**config.mk**
```make
export PLATFORM = sky130hd
export DESIGN_NAME = fetch_stage
export DESIGN_NICKNAME = d
export VERILOG_FILES = /design/src/rtl/fetch_stage.sv
export SDC_FILE = /design/constraint.sdc
export NUM_CORES = 1
export LEC_CHECK = 0
export BUFFER_PORTS_ARGS = -buffer_cell sky130_fd_sc_hd__clkbuf_2
export CAP_MARGIN = 30
export CORE_MARGIN = 2
export CORE_UTILIZATION = 62
export DETAILED_ROUTE_END_ITERATION = 10
export PLACE_DENSITY = 0.89
export SLEW_MARGIN = 0
export SYNTH_ARGS = -nofsm -noshare
export SYNTH_HDL_FRONTEND = slang
export SYNTH_SLANG_ARGS = --single-unit
```
**constraint.sdc**
```tcl
create_clock -name clk -period 14.2 [get_ports clk]
set_input_delay 2.84 -clock clk [delete_from_list [all_inputs] [get_ports clk]]
set_output_delay 2.84 -clock clk [all_outputs]
set_load 0.02 [all_outputs]
```
**src/rtl/fetch_stage.sv**
```systemverilog
// Instruction fetch stage: single outstanding imem read, one-entry skid buffer
// for stalls, and a drain state that discards the reply to a redirected read.
module fetch_stage #(
    parameter int           N        = 32,
    parameter logic [N-1:0] RESET_PC = '0
) (
    input  logic         clk,
    input  logic         rst,
    input  logic         stallF,
    input  logic         flushD,
    input  logic         branchTaken,
    input  logic [N-1:0] branchTarget,
    output logic         imem_req,
    output logic [N-1:0] imem_addr,
    input  logic [N-1:0] imem_rdata,
    input  logic         imem_ack,
    output logic [N-1:0] inst_fd,
    output logic [N-1:0] pc_fd,
    output logic         valid_fd
);

    typedef enum logic [1:0] {S_REQ, S_HOLD, S_DRAIN} state_t;

    state_t       r_state, w_state_n;
    logic [N-1:0] r_pc, w_pc_n;
    logic [N-1:0] r_stale, w_stale_n;
    logic [N-1:0] r_skid, w_skid_n;
    logic [N-1:0] r_skid_pc, w_skid_pc_n;
    logic [N-1:0] r_inst, w_inst_n;
    logic [N-1:0] r_pcfd, w_pcfd_n;
    logic         r_valid, w_valid_n;

    logic [N-1:0] w_tgt;
    logic         w_hold;

    assign w_tgt  = branchTarget & ~N'(3);
    // flushD overrides stallF, so decode only holds on a stall without flush
    assign w_hold = stallF && !flushD;

    assign imem_req  = !rst && (r_state != S_HOLD);
    assign imem_addr = (r_state == S_DRAIN) ? r_stale : r_pc;
    assign inst_fd   = r_inst;
    assign pc_fd     = r_pcfd;
    assign valid_fd  = r_valid;

    always_ff @(posedge clk or posedge rst) begin
        if (rst) begin
            r_state   <= S_REQ;
            r_pc      <= RESET_PC;
            r_stale   <= '0;
            r_skid    <= '0;
            r_skid_pc <= '0;
            r_inst    <= '0;
            r_pcfd    <= '0;
            r_valid   <= 1'b0;
        end else begin
            r_state   <= w_state_n;
            r_pc      <= w_pc_n;
            r_stale   <= w_stale_n;
            r_skid    <= w_skid_n;
            r_skid_pc <= w_skid_pc_n;
            r_inst    <= w_inst_n;
            r_pcfd    <= w_pcfd_n;
            r_valid   <= w_valid_n;
        end
    end

    always_comb begin
        w_state_n   = r_state;
        w_pc_n      = r_pc;
        w_stale_n   = r_stale;
        w_skid_n    = r_skid;
        w_skid_pc_n = r_skid_pc;
        w_inst_n    = r_inst;
        w_pcfd_n    = r_pcfd;
        w_valid_n   = r_valid;

        // Any non-holding cycle that does not deliver a word inserts a bubble
        if (branchTaken || !w_hold) begin
            w_inst_n  = '0;
            w_pcfd_n  = '0;
            w_valid_n = 1'b0;
        end

        unique case (r_state)
            S_REQ: begin
                if (branchTaken) begin
                    w_pc_n = w_tgt;
                    if (!imem_ack) begin
                        w_state_n = S_DRAIN;
                        w_stale_n = r_pc;
                    end
                end else if (imem_ack) begin
                    if (w_hold) begin
                        w_skid_n    = imem_rdata;
                        w_skid_pc_n = r_pc;
                        w_state_n   = S_HOLD;
                    end else begin
                        w_pc_n = r_pc + N'(4);
                        if (!flushD) begin
                            w_inst_n  = imem_rdata;
                            w_pcfd_n  = r_pc + N'(8);
                            w_valid_n = 1'b1;
                        end
                    end
                end
            end
            S_HOLD: begin
                if (branchTaken) begin
                    w_pc_n    = w_tgt;
                    w_skid_n  = '0;
                    w_state_n = S_REQ;
                end else if (!w_hold) begin
                    w_pc_n    = r_skid_pc + N'(4);
                    w_state_n = S_REQ;
                    if (!flushD) begin
                        w_inst_n  = r_skid;
                        w_pcfd_n  = r_skid_pc + N'(8);
                        w_valid_n = 1'b1;
                    end
                end
            end
            S_DRAIN: begin
                // Stale address stays on the bus until its ack is swallowed
                if (branchTaken)
                    w_pc_n = w_tgt;
                if (imem_ack)
                    w_state_n = S_REQ;
            end
            default: w_state_n = S_REQ;
        endcase
    end

endmodule
```
* Word level (Yosys, flattened, before mapping)
Cells that the tools add are included.
** Word-level totals
- Logic and storage cells :: 88
- Bits in writable memories :: 0
- Latch bits :: 0
- Memories :: 0
- ROM bits :: 0
- Input bits :: 70
- Register bits :: 195
- Output and inout port bits :: 98
** Operators by class
- Div/mod/pow operators :: 0
- Bitwise operators :: 2
- Shift-type cells :: 0
- Multipliers :: 0
- Add/subtract/negate cells :: 4
- Multiplexer cells :: 46
- Equal/unequal tests :: 14
- Reduce and logical (&&, ||, !) cells :: 14
- Order comparisons :: 0
** Operators by type and width (count)
- 32-bit two-way mux :: 27
- 32-bit case mux with 2 select lines :: 3
- 32-bit case mux with 3 select lines :: 1
- 32-bit by 3-bit adder with 32-bit output (second input constant) :: 2
- 32-bit by 4-bit adder with 32-bit output (second input constant) :: 2
- 3-bit != test (second input constant) :: 5
- 5-bit AND reduction :: 3
- 2-bit two-way mux :: 7
- 2-bit != test (second input constant) :: 6
- 1-bit two-way mux :: 6
- 2-bit case mux with 3 select lines :: 1
- 4-bit AND reduction :: 1
- 1-bit logical NOT :: 3
- 3-bit AND reduction :: 1
- 3-bit nonzero test :: 1
- 2-bit by 1-bit == test with 1-bit output (second input constant) :: 1
- 2-bit == test (second input constant) :: 1
- 1-bit logical AND :: 2
- 2-bit logical NOT :: 1
- 2-bit by 1-bit != test with 1-bit output (second input constant) :: 1
- 1-bit inverter :: 2
- 1-bit case mux with 2 select lines :: 1
- 2-bit nonzero test :: 1
- 1-bit logical OR :: 1

* Depth between registers and ports, before layout
- Depth in word-level cells :: 10
- Mapped depth :: 12
- Mapped depth without buffers :: 8

* Worst setup path after synthesis
No wires, ideal clock.
- Path kind :: input to output
- Start :: input port rst
- End :: output port imem_req
- Slack :: 8.240 ns
- Data required time :: 11.360 ns
- Arrival :: 3.120 ns
- Path buffers :: 0
- Stages on the path :: 1
- Cell sequence :: nor2_1
** Between the ends
- Longest elaborated chain between the ends :: 2
** Ends and longest elaborated chain
- from (decl) :: line 8 : input logic rst,
- 1-bit logical NOT (no line)
- 1-bit logical AND :: line 40 : assign imem_req = !rst && (r_state != S_HOLD);
- to (decl) :: line 13 : output logic imem_req,
Every way passes these cells.

* Worst setup path in the final report
Ends and elaborated chain as after synthesis.

==> key figures <==
Clocking
  • Root Buffer: clkbuf_16
  • Clock slew at the register clock pins of the worst setup and hold paths: around 0.070 ns
  • TritonCTS clock tree: yes
  • Post-CTS Hold Fix Bufs: 0
  • Clk Latency, worst-skew pair: 0.44 ns
  • Resize count post-CTS: 0
  • Post-CTS Setup Bufs: 0
  • Clock Sinks: around 200
  • CTS HTree Levels: 4
  • Maximum buffer depth of the clock tree: 2
  • TritonCTS Buffers: 17

Pwr
  • VDD IR max: between 0.1 and 0.15 mV
  • Overall power: about 2.6 mW
  • Pleak: 5.43 nW
  • Power Density: between 200 and 250 mW/mm^2

Route
  • Routed Antenna Nets: 0
  • DRT Pass-1 Iters: 7
  • Via/cell ratio: approximately 6.5
  • Drt total wl: 32.2 mm
  • Initial DRC count: 1089
  • Routed vias: 9963
  • Average wire per standard cell: ~21 um
  • Residual DRC: 0

Run status
  • Status: completed

Synth
  • Unique masters post-synth: 57
  • Synth Area per Inst: 9.31 sq um
  • Yosys reg bits: approximately 200
  • Yosys warning total: 0
  • Mapped Cells: approximately 1.2k
  • Synth Cell Area: 0.0112 sq mm
  • Net Count, Synth: 1280
  • Sequential area share after synthesis: between 40 and 50%

Placement
  • Final RePlAce weighted congestion: around 0.99
  • IO Port Bufs: between 150 and 200
  • DP Wirelength: roughly 21 mm
  • Placed insts: ~1.5k

Critical path
  • Maximum fanout along the worst path: 2
  • Crit start category: input pin
  • Worst setup EP type: output pin
  • Buf+Inv Stages, Crit Path: 2
  • Largest stage delay on the critical path: roughly 0.18 ns
  • Critical Path RT: between 10 and 15 ns
  • Top cell by count, worst path: clkbuf_2
  • Crit-path slowest cell: clkbuf_2
  • Reg-to-reg critical path startpoint: r_state[0]
  • Critical path data arrival time: ~3.3 ns
  • Crit Path Category: input pin to output pin
  • Crit path max-delay family: buffers and inverters
  • Critical path cell sequence: clkbuf_2 -> nor2_1 -> clkbuf_2
  • Start point of the critical path: rst

Hold path
  • Hold Crit Class: flip-flop to flip-flop
  • Hold path start: inst_fd[10]

Timing
  • Tmin final: roughly 6 ns
  • Fin. max-slew vios: 0
  • Slew HR: between 30% and 40%
  • Fmax: 0.164 GHz
  • Setup TNS Final: 0 ns
  • Final Cycle Share: between 40% and 50%
  • Slew @ Worst Pin: about 1.0 ns
  • Finish-stage setup viols: 0
  • RSZ-0062 raised after global routing: false
  • Final Hold Viols: 0
  • Final Skew: about 0.011 ns

Floorplanning
  • FP Rows: a little under 50
  • Die area: between 0.015 and 0.02 sq mm
  • Core region area: about 0.018 sq mm
  • Chip height: 138 um
  • Initial Util: between 60% and 70%
  • Die W: 138 um
  • Ports: approximately 170

Global route
  • Gr ovfl total: 0
  • First-pass GRT wire length: roughly 51 mm
  • Initial antenna violation count: 0
  • Total Routing Usage GR: between 30% and 40%
  • Largest net degree at the start of global routing: 125
  • Vias in the first global route: between 9k and 10k

Cells and area
  • Final std cells w/o fill: 1528
  • Post-layout util: between 70% and 80%
  • Diode count: 0
  • P&R area growth vs syn: 12.4%
  • Layout Nets: 1364
  • Share of cells above drive strength 1: between 20% and 30%

Job
  • Max Cap Viol: 0
[per-stage QoR]
| step | hold WS [ns] | setup WS, ns | cell area, sq um |
|---|---|---|---|
| 2_1_floorplan | 0.450 | 6.05 | 11200 |
| 3_5_place_dp | 0.470 | 8.11 | 12000 |
| 4_1_cts | 0.486 | 8.11 | 12600 |
| 6_report | 0.481 | 8.10 | 12600 |
| 3_3_place_gp | 0.461 | 8.12 | 11900 |
| 5_1_grt | 0.506 | 8.07 | 12600 |
[worst paths after layout]
kind	end	slack (ns)	cells after the start
max in group asynchronous	inst_fd[31]	10.18	3
min reg2reg	inst_fd[10]	0.48	2
min	inst_fd[10]	0.48	2
min in group asynchronous	pc_fd[5]	2.58	2
max reg2reg	r_pc[10]	10.97	8
max	imem_req	8.10	3
[cell usage after synthesis (all sizes together)]
library cell    n  share of area, %
dfrtp         195                44
nand2         148               5.0
o21ai         107               4.8
mux2           87               8.8
clkbuf         79               2.7
nor2           69               2.3
a22oi          50               3.4
xnor2          47               3.7
xor2           47               3.7
nand3          41               1.9
buf            36               1.8
nand2b         34               1.9
a221oi         33               2.6
nand4          33               2.0
a21oi          26               1.2
nor3           24               1.2
inv            16              0.54
nor2b          15              0.84
o22ai          15              0.84
a211oi         14              0.94
nor4           13              0.92
and3            9              0.50
ha              8              0.89
and2            7              0.39
a221o           6              0.54
or3             5              0.28
and4            4              0.31
o221ai          4              0.31
mux2i           3              0.27
o21a            3              0.20
or2             3              0.17
or4             3              0.20
a311oi          2              0.16
a31oi           2              0.11
nand3b          2              0.13
o31ai           2              0.13
o32ai           2              0.16
a2bb2oi         1             0.078
nand4b          1             0.078
nor4b           1              0.21
o211ai          1             0.067
o21bai          1             0.067
o311ai          1             0.078
o31a            1             0.078
or4b            1             0.089
[cells in the final DEF (no fill, tap or decap), types with 3 or more instances in the layout]
master,count
dfrtp_1,195
clkbuf_2,165
nand2_1,147
o21ai_0,88
mux2_2,87
nor2_1,67
a22oi_1,50
xnor2_1,47
xor2_1,47
nand3_1,40
nand2b_1,34
a221oi_1,33
nand4_1,31
a21oi_1,26
nor3_1,21
o21ai_1,19
clkbuf_16,17
inv_1,15
o22ai_1,15
a211oi_1,14
nor2b_1,14
buf_4,12
nor4_1,11
and3_1,9
a221o_1,6
ha_1,6
or3_1,5
o221ai_1,4
and4_1,4
o21a_1,3
and2_1,3
and2_0,3
nor3_2,3
inv_8,3
or4_1,3
mux2i_1,3
clkinv_4,3
clkinvlp_4,3
[layer usage]
metal | global-route usage, % | share of wire [%] | up-vias
li1 | - | - | 4445
met1 | 44.2 | 40 | 4783
met2 | 51.8 | 46 | 636
met3 | 7.93 | 9.7 | 99
met4 | 16.3 | 3.9 | 0
met5 | 0 | 0 | -
[registers in the layout, indices dropped and copies added, names as in the netlist]
| register | cells |
|---|---|
| inst_fd | 32 |
| pc_fd | 32 |
| r_pc | 32 |
| r_skid | 32 |
| r_skid_pc | 32 |
| r_stale | 32 |
| r_state | 2 |
| valid_fd | 1 |
[logic make-up (layout without fill, tap and decap cells)]
| family | after synthesis | count (layout) | share of synthesized area, % |
|---|---|---|---|
| AOI/OAI and AO/OA | 271 | 271 | 15.6 |
| and+or+nand+nor | 413 | 413 | 18.4 |
| adders and majority gates | 8 | 8 | 0.895 |
| DFF | 195 | 195 | 43.6 |
| muxes | 90 | 90 | 9.02 |
| buffers and inverters | 131 | 228 | 5.02 |
| xor gates and xnor gates | 94 | 94 | 7.36 |
[layout make-up]
cell class | count | area (sq um)
Multi-Input combinational cell | 876 | 5770
Fill cell | 1303 | 5260
Sequential cell | 195 | 4880
Timing Repair Buffer | 180 | 975
Clock buffer | 17 | 425
Tap cell | 229 | 287
Clock inverter | 15 | 175
Inverter | 16 | 67.6
[tightest hold or removal path: cells and delay by family (launching register included)]
family	cells	cell delay, ns
flops	1	0.34
compound gates	1	0.06
simple gates	1	0.04
[report_power, final]
| part | internal, mW | leakage [nW] | total (mW) | switching (mW) |
|---|---|---|---|---|
| Combinational | 0.451 | 2.64 | 1.09 | 0.641 |
| Sequential | 0.739 | 2.51 | 1.02 | 0.277 |
| Clock | 0.265 | 0.286 | 0.495 | 0.230 |
| Total | 1.45 | 5.43 | 2.60 | 1.15 |
Note: power is estimated with default switching activity, not from simulation.
